$ cat src/rtl/sodor5_seq_pkg.sv
// Shared encodings, state type and LFSR step function for the Sodor-5 instruction sequencer.
package sodor5_seq_pkg;

  localparam logic [6:0]  OpImm = 7'b0010011;
  localparam logic [6:0]  OpLui = 7'b0110111;
  localparam logic [31:0] Nop   = 32'h0000_0013;

  localparam logic [11:0] ShiftMaskSr = 12'h41F;
  localparam logic [11:0] ShiftMaskSl = 12'h01F;

  localparam logic [2:0] Funct3Sr = 3'd5;
  localparam logic [2:0] Funct3Sl = 3'd1;

  localparam int unsigned LfsrTapA = 31;
  localparam int unsigned LfsrTapB = 21;
  localparam int unsigned LfsrTapC = 1;
  localparam int unsigned LfsrTapD = 0;

  typedef enum logic [2:0] {
    StIdle,
    StInit,
    StRun,
    StDrain,
    StDone
  } seq_state_e;

  function automatic logic [31:0] lfsr_step(input logic [31:0] l);
    return {l[30:0], l[LfsrTapA] ^ l[LfsrTapB] ^ l[LfsrTapC] ^ l[LfsrTapD]};
  endfunction

endpackage

$ cat src/rtl/sodor5_lfsr32.sv
// 32-bit Fibonacci LFSR with seed load; a zero seed is replaced by 1 to avoid lock-up.
module sodor5_lfsr32
  import sodor5_seq_pkg::*;
#(
  parameter logic [31:0] Seed = 32'h0000_03D7
) (
  input  logic        clk_i,
  input  logic        reset_i,
  input  logic        load_i,
  input  logic [31:0] seed_i,
  input  logic        advance_i,
  output logic [31:0] lfsr_o
);

  logic [31:0] lfsr_q, lfsr_d;

  always_comb begin
    lfsr_d = lfsr_q;
    if (load_i) begin
      lfsr_d = (seed_i == 32'h0) ? 32'h0000_0001 : seed_i;
    end else if (advance_i) begin
      lfsr_d = lfsr_step(lfsr_q);
    end
  end

  always_ff @(posedge clk_i) begin
    if (reset_i) begin
      lfsr_q <= Seed;
    end else begin
      lfsr_q <= lfsr_d;
    end
  end

  assign lfsr_o = lfsr_q;

endmodule

$ cat src/rtl/sodor5_instr_sequencer.sv
// Deterministic instruction stream for the Sodor-5 imem port: register init, random OP-IMM, NOP drain.
module sodor5_instr_sequencer
  import sodor5_seq_pkg::*;
#(
  parameter int unsigned NUM_INSTR    = 64,
  parameter int unsigned DRAIN_CYCLES = 5,
  parameter bit          INIT_EN      = 1'b1,
  parameter logic [31:0] SEED         = 32'h0000_03D7
) (
  input  logic        clk,
  input  logic        reset,
  input  logic        start_i,
  input  logic        seed_we_i,
  input  logic [31:0] seed_in_i,
  input  logic        instr_ready_i,
  output logic        instr_valid_o,
  output logic [31:0] instr_o,
  output logic        busy_o,
  output logic        done_o,
  output logic [15:0] issued_count_o
);

  localparam int unsigned RunW   = (NUM_INSTR > 0) ? $clog2(NUM_INSTR + 1) : 1;
  localparam int unsigned DrainW = (DRAIN_CYCLES > 0) ? $clog2(DRAIN_CYCLES + 1) : 1;

  localparam logic [RunW-1:0]   RunLast   = RunW'(NUM_INSTR - 1);
  localparam logic [DrainW-1:0] DrainLast = DrainW'(DRAIN_CYCLES - 1);

  // Empty phases are skipped entirely so no slot is ever issued for them.
  localparam seq_state_e PostRun  = (DRAIN_CYCLES > 0) ? StDrain : StDone;
  localparam seq_state_e PostInit = (NUM_INSTR > 0) ? StRun : PostRun;
  localparam seq_state_e FirstSt  = INIT_EN ? StInit : PostInit;

  seq_state_e        state_q, state_d;
  logic [4:0]        reg_q, reg_d;
  logic              sub_q, sub_d;
  logic [RunW-1:0]   run_cnt_q, run_cnt_d;
  logic [DrainW-1:0] drain_cnt_q, drain_cnt_d;
  logic [15:0]       issued_q, issued_d;

  logic        idle_like;
  logic        fire;
  logic        seed_load;
  logic        lfsr_adv;
  logic [31:0] lfsr;
  logic [11:0] run_imm;

  assign idle_like = (state_q == StIdle) || (state_q == StDone);
  assign fire      = instr_valid_o & instr_ready_i;
  assign seed_load = seed_we_i & idle_like;
  assign lfsr_adv  = fire & ((state_q == StInit) || (state_q == StRun));

  sodor5_lfsr32 #(
    .Seed(SEED)
  ) u_lfsr (
    .clk_i    (clk),
    .reset_i  (reset),
    .load_i   (seed_load),
    .seed_i   (seed_in_i),
    .advance_i(lfsr_adv),
    .lfsr_o   (lfsr)
  );

  always_comb begin
    state_d     = state_q;
    reg_d       = reg_q;
    sub_d       = sub_q;
    run_cnt_d   = run_cnt_q;
    drain_cnt_d = drain_cnt_q;
    issued_d    = issued_q;

    if (fire && issued_q != 16'hFFFF) begin
      issued_d = issued_q + 16'd1;
    end

    unique case (state_q)
      StIdle, StDone: begin
        // A simultaneous seed write wins; start is picked up next cycle if still held.
        if (start_i && !seed_we_i) begin
          state_d     = FirstSt;
          reg_d       = 5'd1;
          sub_d       = 1'b0;
          run_cnt_d   = '0;
          drain_cnt_d = '0;
          issued_d    = 16'd0;
        end
      end
      StInit: begin
        if (fire) begin
          sub_d = ~sub_q;
          if (sub_q) begin
            if (reg_q == 5'd31) begin
              state_d = PostInit;
            end else begin
              reg_d = reg_q + 5'd1;
            end
          end
        end
      end
      StRun: begin
        if (fire) begin
          if (run_cnt_q == RunLast) begin
            state_d = PostRun;
          end else begin
            run_cnt_d = run_cnt_q + 1'b1;
          end
        end
      end
      StDrain: begin
        if (fire) begin
          if (drain_cnt_q == DrainLast) begin
            state_d = StDone;
          end else begin
            drain_cnt_d = drain_cnt_q + 1'b1;
          end
        end
      end
      default: state_d = StIdle;
    endcase
  end

  always_ff @(posedge clk) begin
    if (reset) begin
      state_q     <= StIdle;
      reg_q       <= 5'd1;
      sub_q       <= 1'b0;
      run_cnt_q   <= '0;
      drain_cnt_q <= '0;
      issued_q    <= 16'd0;
    end else begin
      state_q     <= state_d;
      reg_q       <= reg_d;
      sub_q       <= sub_d;
      run_cnt_q   <= run_cnt_d;
      drain_cnt_q <= drain_cnt_d;
      issued_q    <= issued_d;
    end
  end

  always_comb begin
    if (lfsr[14:12] == Funct3Sr) begin
      run_imm = lfsr[31:20] & ShiftMaskSr;
    end else if (lfsr[14:12] == Funct3Sl) begin
      run_imm = lfsr[31:20] & ShiftMaskSl;
    end else begin
      run_imm = lfsr[31:20];
    end
  end

  always_comb begin
    instr_valid_o = 1'b0;
    instr_o       = Nop;
    busy_o        = 1'b0;
    done_o        = 1'b0;
    unique case (state_q)
      StInit: begin
        instr_valid_o = 1'b1;
        busy_o        = 1'b1;
        instr_o       = sub_q ? {lfsr[11:0], reg_q, 3'b000, reg_q, OpImm}
                              : {lfsr[31:12], reg_q, OpLui};
      end
      StRun: begin
        instr_valid_o = 1'b1;
        busy_o        = 1'b1;
        instr_o       = {run_imm, lfsr[19:15], lfsr[14:12], lfsr[11:7], OpImm};
      end
      StDrain: begin
        instr_valid_o = 1'b1;
        busy_o        = 1'b1;
      end
      StDone:  done_o = 1'b1;
      default: ;
    endcase
  end

  assign issued_count_o = issued_q;

endmodule

$ cat config.mk
export PLATFORM = sky130hd
export DESIGN_NAME = sodor5_instr_sequencer
export DESIGN_NICKNAME = d
export VERILOG_FILES = /design/src/rtl/sodor5_seq_pkg.sv /design/src/rtl/sodor5_lfsr32.sv /design/src/rtl/sodor5_instr_sequencer.sv
export SDC_FILE = /design/constraint.sdc
export NUM_CORES = 1
export LEC_CHECK = 0
export CORE_MARGIN = 4
export CORE_UTILIZATION = 55
export CTS_CLUSTER_DIAMETER = 200
export DETAILED_ROUTE_END_ITERATION = 6
export PLACE_DENSITY = 0.86
export SLEW_MARGIN = 20
export SYNTH_ARGS = -nofsm -noshare
export SYNTH_HDL_FRONTEND = slang
export SYNTH_SLANG_ARGS = --single-unit
$ cat constraint.sdc
create_clock -name clk -period 4.3 [get_ports clk]
set_input_delay 0.43 -clock clk [delete_from_list [all_inputs] [get_ports clk]]
set_output_delay 0.43 -clock clk [all_outputs]
set_load 0.05 [all_outputs]
Word-level counts from Yosys, hierarchy flattened
Index checks and enable logic that the tools add are counted.

word-level totals
  bits in registers = 67
  latch bits = 0
  logic and storage cells = 94
  memories kept = 0
  bits in read-only memories = 0
  memory bits (writable) = 0

operators by class
  order comparisons = 0
  reduce and logical (&&, ||, !) cells = 18
  multipliers = 0
  bitwise logic cells = 7
  $add $sub $neg = 4
  shift-type cells = 0
  mux-type cells = 37
  equality and inequality tests = 21
  div/mod/pow operators = 0

operator list
  cell                                                                   number
  32-bit 2-to-1 mux                                                      4
  32-bit one-hot mux with 2 select lines                                 1
  16-bit 2-to-1 mux                                                      3
  3-bit 2-to-1 mux                                                       11
  32-bit logical NOT                                                     1
  12-bit 2-to-1 mux                                                      2
  7-bit 2-to-1 mux                                                       3
  5-bit 2-to-1 mux                                                       4
  2-bit inequality test, second input constant                           9
  16-bit by 1-bit adder with 16-bit output, second input constant        1
  16-bit inequality test, second input constant                          1
  7-bit one-hot mux with 2 select lines                                  1
  3-bit one-hot mux with 4 select lines                                  1
  5-bit one-hot mux with 2 select lines                                  1
  3-bit equality test, second input constant                             3
  4-bit AND reduction                                                    2
  8-bit AND reduction                                                    1
  2-bit nonzero test                                                     4
  7-bit by 1-bit adder with 7-bit output, second input constant          1
  7-bit by 6-bit equality test with 1-bit output, second input constant  1
  3-bit by 1-bit equality test with 1-bit output, second input constant  2
  3-bit by 2-bit equality test with 1-bit output, second input constant  2
  3-bit one-hot mux with 2 select lines                                  1
  5-bit by 1-bit adder with 5-bit output, second input constant          1
  16 further kinds                                                       26

Longest topological paths before layout
  depth in word-level cells = 8
  gate-level depth with buffers = 7
  mapped depth without buffers = 7

Hierarchy
Synthesis repeated with hierarchy kept, for this count alone.

second synthesis, totals
  cells, all modules = 466
  area, all modules = 3849.9 um2

by module, submodules not included
  module                  cells each  times used  area each (um2)
  sodor5_instr_sequencer  288         1           2279.7
  sodor5_lfsr32           178         1           1570.3

Worst setup path after synthesis
OpenSTA, ideal clock, no wires.

  path type = register -> output
  start = register state_q[1]
  end = output instr_o[7]
  data arrival time = 2.133 ns
  cell stages (with the launch flop) = 4
  data required time = 3.870 ns
  setup slack = 1.737 ns
  cell sequence = dfxtp_1 > or3b_2 > clkbuf_1 > o21ai_0

on the way
  longest elaborated chain between the ends = 2

ends and longest elaborated chain
  element                                                                                                           line                           text
  start: declaration                                                                                                sodor5_instr_sequencer.sv:34   seq_state_e state_q, state_d;
  start signal: assignment                                                                                          sodor5_instr_sequencer.sv:124  state_q <= StIdle;
  start signal: assignment                                                                                          sodor5_instr_sequencer.sv:131  state_q <= state_d;
  3-bit by 2-bit equality test with 1-bit output or 3-bit by 1-bit equality test with 1-bit output (tied branches)  sodor5_instr_sequencer.sv:155  unique case (state_q)
  32-bit one-hot mux with 2 select lines (*)                                                                        sodor5_instr_sequencer.sv:155
  end: declaration                                                                                                  sodor5_instr_sequencer.sv:17   output logic [31:0] instr_o,

Mark *: on every way between the ends. The rest lies on a longest branch, timed or not.

Worst setup path in the final report
  start = register state_q[0]
  end = output instr_o[21]

Same word-level chain as after synthesis.

==> results by group <==
Status
  – Status: completed

Global routing
  – Vias in the first global route: 3558
  – First-pass GRT wire length: 17.2 mm
  – Total track usage: 0.252
  – Overflow after GRT: 0
  – Pin count of the biggest net entering global routing: 32
  – Initial antenna violation count: 0

Drt
  – Remaining routing DRC violations: 0
  – Wire per inst: 17.4 um
  – Post-Route WL: 10.5 mm
  – Routed met1 length: 4.31 mm
  – Initial drt markers: 221
  – WL met2: 5.19 mm
  – Highest Signal Layer: met4
  – DR vias: 3726
  – WL met3: 731 um
  – Via density: 6.17
  – DR pass1 iterations: 5
  – Post-DRT Antenna Nets: 0

Cells and area
  – # fillers: 519
  – Layout cells sized above 1: 0.0748
  – Antenna fix cells: 0
  – Nets: 546
  – Area Overhead vs Synth: 25.6%

STA
  – Setup violators final: 0
  – RSZ-0062 raised after global routing: no
  – Final setup TNS: 0 ns
  – Max-slew headroom: 0.415
  – Final hold vios: 0
  – Hold Worst Slack: 0.484 ns
  – Final period util: 0.850
  – Tmin final: 3.66 ns
  – Slew @ Worst Pin: 0.874 ns
  – Clock Skews: 0.00796 ns
  – F_max: 0.274 GHz
  – Final-report max-slew violation count: 0

Logic synthesis
  – Post-synthesis cell area: 3860 um^2
  – EDFF count, synth: 0
  – Syn Inst Count: 443
  – Number of synthesized register bits: 67
  – Top FF cell, synth: dfxtp_1
  – Post-synth ARST share: 0
  – Yosys cell types: 60
  – Synthesized area per cell: 8.72 um^2
  – Seq/Total Area, Yosys: 0.347
  – Ys Warns: 0

Clocking
  – Clk Latency, worst-skew pair: 0.34 ns
  – Htree depth: 3
  – Longest Clk Path Bufs: 2
  – Post-CTS Resized: 0
  – Clk sinks: 67
  – Hold buffers post-CTS: 0
  – Cts bufs inserted: 9
  – Setup Buffers After CTS: 0
  – CTS tree: done
  – CTS clk-pin slew, worst paths: 0.07 ns
  – CTS root buf: clkbuf_8

Critical path
  – Reg2reg end: u_lfsr.lfsr_o[11]$_SDFFE_PP0P_
  – Req. time, crit path: 3.87 ns
  – WS Path Type: register to output pin
  – Worst r2r src: state_q[1]$_SDFFE_PP0P_
  – Crit path capture: instr_o[21]
  – Startpoint types: register
  – R2r worst-path depth: 5
  – CP startpoint: state_q[0]$_SDFFE_PP0P_
  – Worst Path Max Fanout: 17
  – Crit-path max cell delay: 0.82 ns
  – FF-to-FF setup slack: 1.63 ns
  – Crit path arrival time: 3.23 ns
  – Crit-path cells: nor3b_2, and2_1, a22o_1, clkdlybuf4s50_1
  – CP Capture Type: output pin
  – Critical-path cell with the highest stage delay: clkdlybuf4s50_1

Pwr
  – VDD IR-drop max: 0.000227 V
  – Total power: 1.55 mW
  – Pwr/cell area: 319 nW/um^2
  – Lkg Pwr: 1.85 nW

Die
  – Die span in x: 91.8 um
  – CORE AREA: 6790 um^2
  – I/O Pins: 88
  – Die area: 8430 um^2
  – Initial core utilization: 0.569
  – Height of the die: 91.8 um
  – Rows: 30

Worst hold path
  – Hold Crit Depth: 2
  – Hold Startpoint: run_cnt_q[5]$_SDFFE_PP0P_
  – Hold Crit Class: register to register

Placement
  – RePlAce Congestion: 0.857
  – DP HPWL: 7.50 mm
  – Port bufs: 82

Job
  – Max_cap viols: 0
[worst min-delay path by stage]
stage,end,slack [ns]
5_1_grt,run_cnt_q[5]$_SDFFE_PP0P_,0.50
4_1_cts,run_cnt_q[5]$_SDFFE_PP0P_,0.48
6_report,run_cnt_q[5]$_SDFFE_PP0P_,0.48
3_3_place_gp,run_cnt_q[6]$_SDFFE_PP0P_,0.46
2_1_floorplan,run_cnt_q[5]$_SDFFE_PP0P_,0.44
3_5_place_dp,run_cnt_q[6]$_SDFFE_PP0P_,0.47
[area by class of cell]
type | count | area [um^2] | area share
Multi-Input combinational cell | 331 | 2280 | 0.470
Clock buffer | 11 | 151 | 0.0312
Timing Repair Buffer | 86 | 851 | 0.175
Tap cell | 96 | 120 | 0.0248
Inverter | 8 | 30.0 | 0.00619
Clock inverter | 5 | 75.1 | 0.0155
Sequential cell | 67 | 1340 | 0.277
[sequential cells by signal, indices dropped and copies added, names as in the netlist]
| name | count |
|---|---|
| u_lfsr.lfsr_o | 32 |
| issued_count_o | 16 |
| run_cnt_q | 7 |
| reg_q | 5 |
| drain_cnt_q | 3 |
| state_q | 3 |
| sub_q | 1 |
[metrics by stage]
| step | area (um^2) | util | setup WS [ns] | std cells |
|---|---|---|---|---|
| 2_1_floorplan | 3870 | - | 1.74 | 446 |
| 3_3_place_gp | 4620 | 0.679 | 1.18 | 588 |
| 3_5_place_dp | 4620 | 0.679 | 1.06 | 588 |
| 4_1_cts | 4840 | 0.713 | 0.673 | 604 |
| 5_1_grt | 4850 | 0.714 | 0.437 | 604 |
| 6_report | 4850 | 0.714 | 0.644 | 604 |
[where the power goes]
part | internal [mW] | leakage (nW) | switching (mW)
registers | 0.650 | 0.548 | 0.0336
clock network | 0.355 | 0.119 | 0.242
logic | 0.110 | 1.18 | 0.153
total | 1.12 | 1.85 | 0.429
[synthesized netlist by cell type (all sizes together), types with 9 or more instances]
cell | instances | area (um^2)
dfxtp | 67 | 1340
nor2 | 45 | 176
mux2i | 35 | 354
a211oi | 31 | 233
a22o | 21 | 184
clkbuf | 21 | 88.8
a21oi | 20 | 100
buf | 19 | 141
nand2 | 18 | 67.6
nor4 | 15 | 93.8
or3 | 14 | 92.6
o21ai | 12 | 60.1
nand3 | 9 | 45.0
[per-layer routing]
layer / GRT usage / vias up
met5: 0 / -
met4: 0.113 / 0
met3: 0.0451 / 25
met2: 0.444 / 176
met1: 0.297 / 1737
li1: - / 1788
[kinds of logic (layout without fill, tap and decap cells)]
logic type	count (synthesis)	after routing	synth area share
and+or+nand+nor	165	165	0.247
buffers and inverters	48	110	0.0674
AOI/OAI and AO/OA	115	115	0.214
DFF	67	67	0.347
adders and majority gates	6	6	0.0194
muxes	36	36	0.0946
other	2	5	0.00194
xor gates and xnor gates	4	4	0.00907
[layout by cell type, fill, tap and decap left out, types with 4 or more instances in the layout]
| cell | n |
|---|---|
| a211oi_1 | 31 |
| a21oi_1 | 20 |
| a22o_1 | 21 |
| and2_1 | 6 |
| and4_1 | 5 |
| buf_4 | 4 |
| clkbuf_8 | 11 |
| clkdlybuf4s50_1 | 82 |
| conb_1 | 5 |
| dfxtp_1 | 67 |
| ha_1 | 6 |
| inv_1 | 8 |
| mux2i_1 | 34 |
| nand2_1 | 18 |
| nand3_1 | 9 |
| nand4_1 | 7 |
| nor2_1 | 44 |
| nor3_1 | 7 |
| nor3b_1 | 7 |
| nor4_1 | 14 |
| o21ai_0 | 12 |
| o21bai_1 | 7 |
| o31ai_1 | 6 |
| or3_1 | 13 |
| or4_1 | 8 |
| xnor2_1 | 4 |
[worst max-delay path, delay by kind of cell, from the launching register on]
kind | cells | cell delay (ns)
flip-flops | 1 | 0.65
AO/OA/AOI/OAI | 1 | 0.25
buffers and inverters | 1 | 0.82
AND/OR/NAND/NOR | 2 | 1.16
Power figures use the tool's default switching activity.
